--- src/rtl/mmc3_pkg.sv ---
// rtl/mmc3_pkg.sv - shared constants and types for the MMC3 IRQ unit
package mmc3_pkg;

    localparam logic [2:0] REG_IRQ_LATCH  = 3'b100;
    localparam logic [2:0] REG_IRQ_RELOAD = 3'b101;
    localparam logic [2:0] REG_IRQ_DIS    = 3'b110;
    localparam logic [2:0] REG_IRQ_EN     = 3'b111;

    localparam logic [7:0] SST_LATCH   = 8'd0;
    localparam logic [7:0] SST_COUNTER = 8'd1;
    localparam logic [7:0] SST_CTRL    = 8'd2;
    localparam logic [7:0] SST_FILT    = 8'd3;

    typedef enum logic {REV_A, REV_B} irq_rev_t;

endpackage

--- src/rtl/mmc3_irq_unit_sync_edge.sv ---
// rtl/mmc3_irq_unit_sync_edge.sv - multi-flop synchronizer with rise/fall pulses
module sync_edge #(
    parameter int STAGES = 2
) (
    input  logic clk,
    input  logic rst,
    input  logic d,
    output logic level,
    output logic rise,
    output logic fall
);

    logic [STAGES-1:0] sync_q;
    logic              prev_q;

    always_ff @(posedge clk) begin
        if (rst) begin
            sync_q <= '0;
            prev_q <= 1'b0;
        end else begin
            sync_q <= {sync_q[STAGES-2:0], d};
            prev_q <= sync_q[STAGES-1];
        end
    end

    assign level = sync_q[STAGES-1];
    assign rise  = sync_q[STAGES-1] & ~prev_q;
    assign fall  = ~sync_q[STAGES-1] & prev_q;

endmodule

--- src/rtl/mmc3_irq_unit.sv ---
// rtl/mmc3_irq_unit.sv - MMC3 scanline IRQ: register decode, A12 filter, down-counter
module mmc3_irq_unit
    import mmc3_pkg::*;
#(
    parameter int FILTER_M2   = 3,
    parameter int SYNC_STAGES = 2
) (
    input  logic       clk,
    input  logic       rst,
    input  logic [7:0] cpu_data,
    input  logic       cpu_a14,
    input  logic       cpu_a13,
    input  logic       cpu_a0,
    input  logic       cpu_ce_n,
    input  logic       cpu_rw,
    input  logic       cpu_m2,
    input  logic       ppu_a12,
    input  logic [3:0] map_sub,
    input  logic [7:0] sst_addr,
    input  logic [7:0] sst_dato,
    input  logic       sst_we,
    output logic [7:0] sst_di,
    output logic       irq_n
);

    localparam int LW = $clog2(FILTER_M2 + 1);
    localparam logic [LW-1:0] FILT_MAX = LW'(FILTER_M2);

    logic          m2_level, m2_rise, m2_fall;
    logic          a12_level, a12_rise, a12_fall;
    logic [7:0]    data_q;
    logic [2:0]    addr_q;
    logic          ce_n_q, rw_q;
    logic [7:0]    latch_q, counter_q;
    logic          reload_q, enable_q, pending_q, defer_q;
    logic [LW-1:0] low_cnt_q;

    logic [7:0]    latch_n, counter_n;
    logic          reload_n, enable_n, pending_n, defer_n;
    logic [LW-1:0] low_cnt_n;
    logic          commit, clk_evt, evt;
    irq_rev_t      rev;
    logic          unused_sig;

    sync_edge #(.STAGES(SYNC_STAGES)) u_m2_sync (
        .clk(clk), .rst(rst), .d(cpu_m2),
        .level(m2_level), .rise(m2_rise), .fall(m2_fall)
    );

    sync_edge #(.STAGES(SYNC_STAGES)) u_a12_sync (
        .clk(clk), .rst(rst), .d(ppu_a12),
        .level(a12_level), .rise(a12_rise), .fall(a12_fall)
    );

    assign unused_sig = ^{map_sub[3:1], m2_level, m2_rise, a12_fall};
    assign rev        = map_sub[0] ? REV_A : REV_B;
    assign commit     = m2_fall & ~ce_n_q & ~rw_q;
    assign clk_evt    = a12_rise & (low_cnt_q >= FILT_MAX);
    // An event that collided with a register write is replayed one clk later.
    assign evt        = clk_evt | defer_q;

    always_comb begin
        latch_n   = latch_q;
        counter_n = counter_q;
        reload_n  = reload_q;
        enable_n  = enable_q;
        pending_n = pending_q;
        defer_n   = 1'b0;
        low_cnt_n = low_cnt_q;

        if (a12_level)
            low_cnt_n = '0;
        else if (m2_fall && (low_cnt_q < FILT_MAX))
            low_cnt_n = low_cnt_q + 1'b1;

        if (sst_we) begin
            unique case (sst_addr)
                SST_LATCH:   latch_n = sst_dato;
                SST_COUNTER: counter_n = sst_dato;
                SST_CTRL:    {reload_n, enable_n, pending_n} = sst_dato[2:0];
                SST_FILT:    low_cnt_n = sst_dato[LW-1:0];
                default:     ;
            endcase
        end else if (commit) begin
            defer_n = evt;
            unique case (addr_q)
                REG_IRQ_LATCH:  latch_n = data_q;
                REG_IRQ_RELOAD: begin counter_n = 8'd0; reload_n = 1'b1; end
                REG_IRQ_DIS:    begin enable_n = 1'b0; pending_n = 1'b0; end
                REG_IRQ_EN:     enable_n = 1'b1;
                default:        ;
            endcase
        end else if (evt) begin
            if (counter_q == 8'd0 || reload_q) begin
                counter_n = latch_q;
                reload_n  = 1'b0;
            end else begin
                counter_n = counter_q - 8'd1;
            end
            // Rev A only fires on a transition into zero, never on a stuck-at-zero reload.
            if (counter_n == 8'd0 && enable_q &&
                (rev == REV_B || counter_q != 8'd0 || reload_q))
                pending_n = 1'b1;
        end
    end

    always_ff @(posedge clk) begin
        if (rst) begin
            data_q    <= 8'd0;
            addr_q    <= 3'd0;
            ce_n_q    <= 1'b1;
            rw_q      <= 1'b1;
            latch_q   <= 8'd0;
            counter_q <= 8'd0;
            reload_q  <= 1'b0;
            enable_q  <= 1'b0;
            pending_q <= 1'b0;
            defer_q   <= 1'b0;
            low_cnt_q <= '0;
            irq_n     <= 1'b1;
        end else begin
            data_q    <= cpu_data;
            addr_q    <= {cpu_a14, cpu_a13, cpu_a0};
            ce_n_q    <= cpu_ce_n;
            rw_q      <= cpu_rw;
            latch_q   <= latch_n;
            counter_q <= counter_n;
            reload_q  <= reload_n;
            enable_q  <= enable_n;
            pending_q <= pending_n;
            defer_q   <= defer_n;
            low_cnt_q <= low_cnt_n;
            irq_n     <= ~pending_n;
        end
    end

    always_comb begin
        sst_di = 8'hFF;
        unique case (sst_addr)
            SST_LATCH:   sst_di = latch_q;
            SST_COUNTER: sst_di = counter_q;
            SST_CTRL:    sst_di = {5'b0, reload_q, enable_q, pending_q};
            SST_FILT:    sst_di = {{(8-LW){1'b0}}, low_cnt_q};
            default:     sst_di = 8'hFF;
        endcase
    end

endmodule
--- config.mk ---
export PLATFORM = sky130hd
export DESIGN_NAME = mmc3_irq_unit
export DESIGN_NICKNAME = d
export VERILOG_FILES = /design/src/rtl/mmc3_pkg.sv /design/src/rtl/mmc3_irq_unit_sync_edge.sv /design/src/rtl/mmc3_irq_unit.sv
export SDC_FILE = /design/constraint.sdc
export NUM_CORES = 1
export LEC_CHECK = 0
export BUFFER_PORTS_ARGS = -buffer_cell sky130_fd_sc_hd__buf_2
export CAP_MARGIN = 20
export CORE_ASPECT_RATIO = 1.5
export CORE_MARGIN = 2
export CORE_UTILIZATION = 30
export CTS_BUF_LIST = sky130_fd_sc_hd__clkbuf_4
export CTS_CLUSTER_SIZE = 25
export DETAILED_ROUTE_END_ITERATION = 8
export PLACE_DENSITY = 0.59
export SETUP_SLACK_MARGIN = 0.5
export SLEW_MARGIN = 20
export SYNTH_ARGS = -nofsm -noshare
export SYNTH_HDL_FRONTEND = slang
export SYNTH_SLANG_ARGS = --single-unit
export TNS_END_PERCENT = 50
--- constraint.sdc ---
create_clock -name clk -period 2 [get_ports clk]
set_clock_uncertainty 0.1 [all_clocks]
set_input_delay 0.3 -clock clk [delete_from_list [all_inputs] [get_ports clk]]
set_output_delay 0.3 -clock clk [all_outputs]
set_load 0.005 [all_outputs]
==> results.py <==
metrics = {
    "setup_path": {
        "cp-end-kind": "output pin",
        "reg2reg_from": "rw_q$_SDFF_PP1_",
        "worstPathRequired_ps": 1600,
        "path_class": "reg -> out",
        "path_max_fanout": 2,
        "r2r_slack_ps": -70,
        "cp.arrival_ps": 1680,
        "regToRegEndpoint": "counter_q[1]$_SDFFE_PP0P_",
        "ff2ff_path_depth": 7,
        "worst_setup_path_start_kind": "flop",
    },
    "global_route": {
        "grt_use_total": 0.1748,
        "grt_pass1_vias": 2239,
        "grt_max_degree": 42,
        "overflow": 0,
        "grt_pass1_wl_mm": 10.78,
        "antenna_found_initial": 1,
    },
    "timing": {
        "min_period_ps": 2075,
        "tightest_slew_ps": 460.6,
        "period_share": 1.038,
        "slew_viol_final": 0,
        "slew_headroom": 0.6929,
        "setup-violations-final": 11,
        "fin_ws_ps": -75.47,
        "fmax_mhz": 481.8,
        "hold_viol": 0,
        "grt_setup_unrepaired": "true",
    },
    "die": {
        "initial_core_util": 0.3076,
        "core_sq_um": 7179,
        "rows": 38,
        "boundaryPins": 47,
        "die-area_sq_um": 8078,
        "die_h_microns": 109.1,
        "die_x_microns": 74.06,
    },
    "cells_and_area": {
        "fill_cells": 680,
        "mostFrequentLayoutCell": "buf_2",
        "utilization": 0.4772,
        "final_cell_mix": "buf_2 (39), buf_4 (34), dfxtp_1 (33), nor2_1 (22), nor2b_1 (18)",
        "fin_nets": 370,
        "layout-drive-gt1-share": 0.5030,
        "area_growth_pct": 55.13,
        "fin_area_sq_um": 3426,
        "finalNonFillerCells": 431,
    },
    "logic_synthesis": {
        "synth_warnings": 0,
        "synth_flop_cell": "dfxtp_1",
        "synth-seq-area-share": 0.3807,
        "syn_avg_cell_area_sq_um": 9.051,
        "synth_nets": 285,
        "synth_area_sq_um": 2208,
        "synth-edff-count": 0,
        "synth.ff_latch_count": 42,
        "async_flop_share": 0,
        "ys_types": 53,
        "synth_cells": 244,
    },
    "cts": {
        "cts.clk_slew.worst_paths_ps": 140,
        "cts_buffer_depth": 2,
        "cts.sinks": 42,
        "cts-root-buf": "clkbuf_4",
        "cts_max_level": 2,
        "clk_latency_ps": 370,
        "cts_buffers": 5,
        "cts_tree": "yes",
    },
    "power": {
        "ir_worst_vdd_v": 0.0004819,
        "power.leakage_nw": 1.340,
        "finalPower_mw": 2.082,
        "power.density_nw_per_um2": 607.8,
    },
    "place": {
        "place_inst": 402,
        "dp_hpwl_mm": 4.616,
        "portBuffers": 43,
        "finalWeightedCongestion": 0.7913,
        "place_area_sq_um": 2824,
    },
    "drt": {
        "routed_wl_mm": 6.518,
        "vias": 2245,
        "ant_nets": 0,
        "routedWlPerCell_microns": 15.12,
        "drcViolationCount": 0,
        "drtPass1Iterations": 4,
        "vias_per_cell": 5.209,
        "drt_iter0_markers": 61,
    },
    "outcome": {
        "status": "finished with violations",
        "violations": "setup timing",
    },
    "worst_hold_path": {
        "min_to": "rw_q$_SDFF_PP1_",
        "min_path_type": "in -> reg",
        "min_from": "cpu_rw",
        "hold-path-cell-count": 2,
    },
    "run": {
        "cap_violations": 0,
    },
}
-- critical path, cell delays in order, from the launching register on --
cell and delay [ps]:
dfxtp_4 380, buf_6 120, buf_6 110, mux4_2 440
nand2b_4 150, buf_6 110
-- per-layer routing --
metal	track usage	part of all wire	vias up	wire [microns]
met3	0.02403	0.038	24	245
met4	0.08182	0.039	0	257
met5	0	0	-	0
li1	-	-	1080	-
met1	0.1965	0.38	1073	2499
met2	0.3163	0.54	68	3515
-- through the flow --
step | worst slack [ps] | setup TNS, ps | hold WS (ps)
after global placement | -26.77 | -70.91 | 317.7
after detailed placement | -73.98 | -308.6 | 326.9
after floorplan | 52.73 | 0 | 303.8
final | -75.47 | -416.2 | 25.10
after global routing | -153.7 | -1365 | 1.008
after CTS | -88.93 | -279.8 | 3.130
-- power by group --
group	switching [mW]	internal [mW]	total [mW]
logic	0.293	0.325	0.619
clock network	0.282	0.277	0.559
registers	0.0341	0.870	0.904
-- cell type report --
type                            count  area (sq um)  area share
Clock buffer                        6         45.04     0.01315
Sequential cell                    42         859.6      0.2509
Timing Repair Buffer               94         744.5      0.2173
Tap cell                          100         125.1     0.03652
Clock inverter                      2         37.54     0.01096
Antenna cell                        1         2.502   0.0007305
Multi-Input combinational cell    181          1590      0.4642
Inverter                            5         21.27    0.006209
-- repair_timing --
action	4_1_cts	5_1_grt
endpoints found under the hold margin	1	0
buffers inserted	11	7
cloned	1	0
pin swaps	19	12
setup endpoints to repair	30	29
hold buffers	1	0
gates resized for setup	55	19
-- cells by family (layout without fill, tap and decap cells) --
kind of cell             count (synthesis)  in the layout  synth area share
AND/OR/NAND/NOR                         97             97            0.2402
XOR/XNOR                                 3              3           0.01190
flip-flops                              42             42            0.3807
multiplexers                            20             20            0.1025
AO/OA/AOI/OAI                           58             58            0.2074
buffers and inverters                   21            107           0.04022
adder cells (fa/ha/maj)                  3              3           0.01700
other                                    0              1                 0
-- Yosys cell counts (3+ instances only) --
cell	n	area, sq um
a211oi_1	7	52.55
a211oi_2	3	37.54
a22oi_1	3	22.52
a311oi_1	7	61.31
a31oi_1	4	25.02
clkbuf_1	12	45.04
dfxtp_1	42	840.8
ha_1	3	37.54
inv_1	5	18.77
mux2i_1	17	170.2
nand2_1	14	52.55
nand2b_1	4	25.02
nor2_1	30	112.6
nor2b_1	18	112.6
nor3_1	4	20.02
nor4_1	7	43.79
o211ai_1	4	30.03
o21ai_0	12	60.06
-- registers in the layout (all words and copies together), names as in the netlist, 2 cells and up, named ones only --
name               cells
addr_q                 3
counter_q              8
data_q                 8
latch_q                8
low_cnt_q              2
u_a12_sync.sync_q      2
u_m2_sync.sync_q       2
-- worst max path at each step --
stage                              start                         to  slack, ps
2_1_floorplan            rw_q$_SDFF_PP1_  counter_q[2]$_SDFFE_PP0P_         50
3_3_place_gp   counter_q[0]$_SDFFE_PP0P_           irq_n$_SDFF_PP1_        -30
3_5_place_dp   counter_q[0]$_SDFFE_PP0P_                       flop        -70
4_1_cts        counter_q[0]$_SDFFE_PP0P_                  sst_di[0]        -90
5_1_grt                  rw_q$_SDFF_PP1_  counter_q[3]$_SDFFE_PP0P_       -150
6_report       counter_q[0]$_SDFFE_PP0P_                  sst_di[0]        -80
No activity file was read; power rests on OpenSTA's default activity.
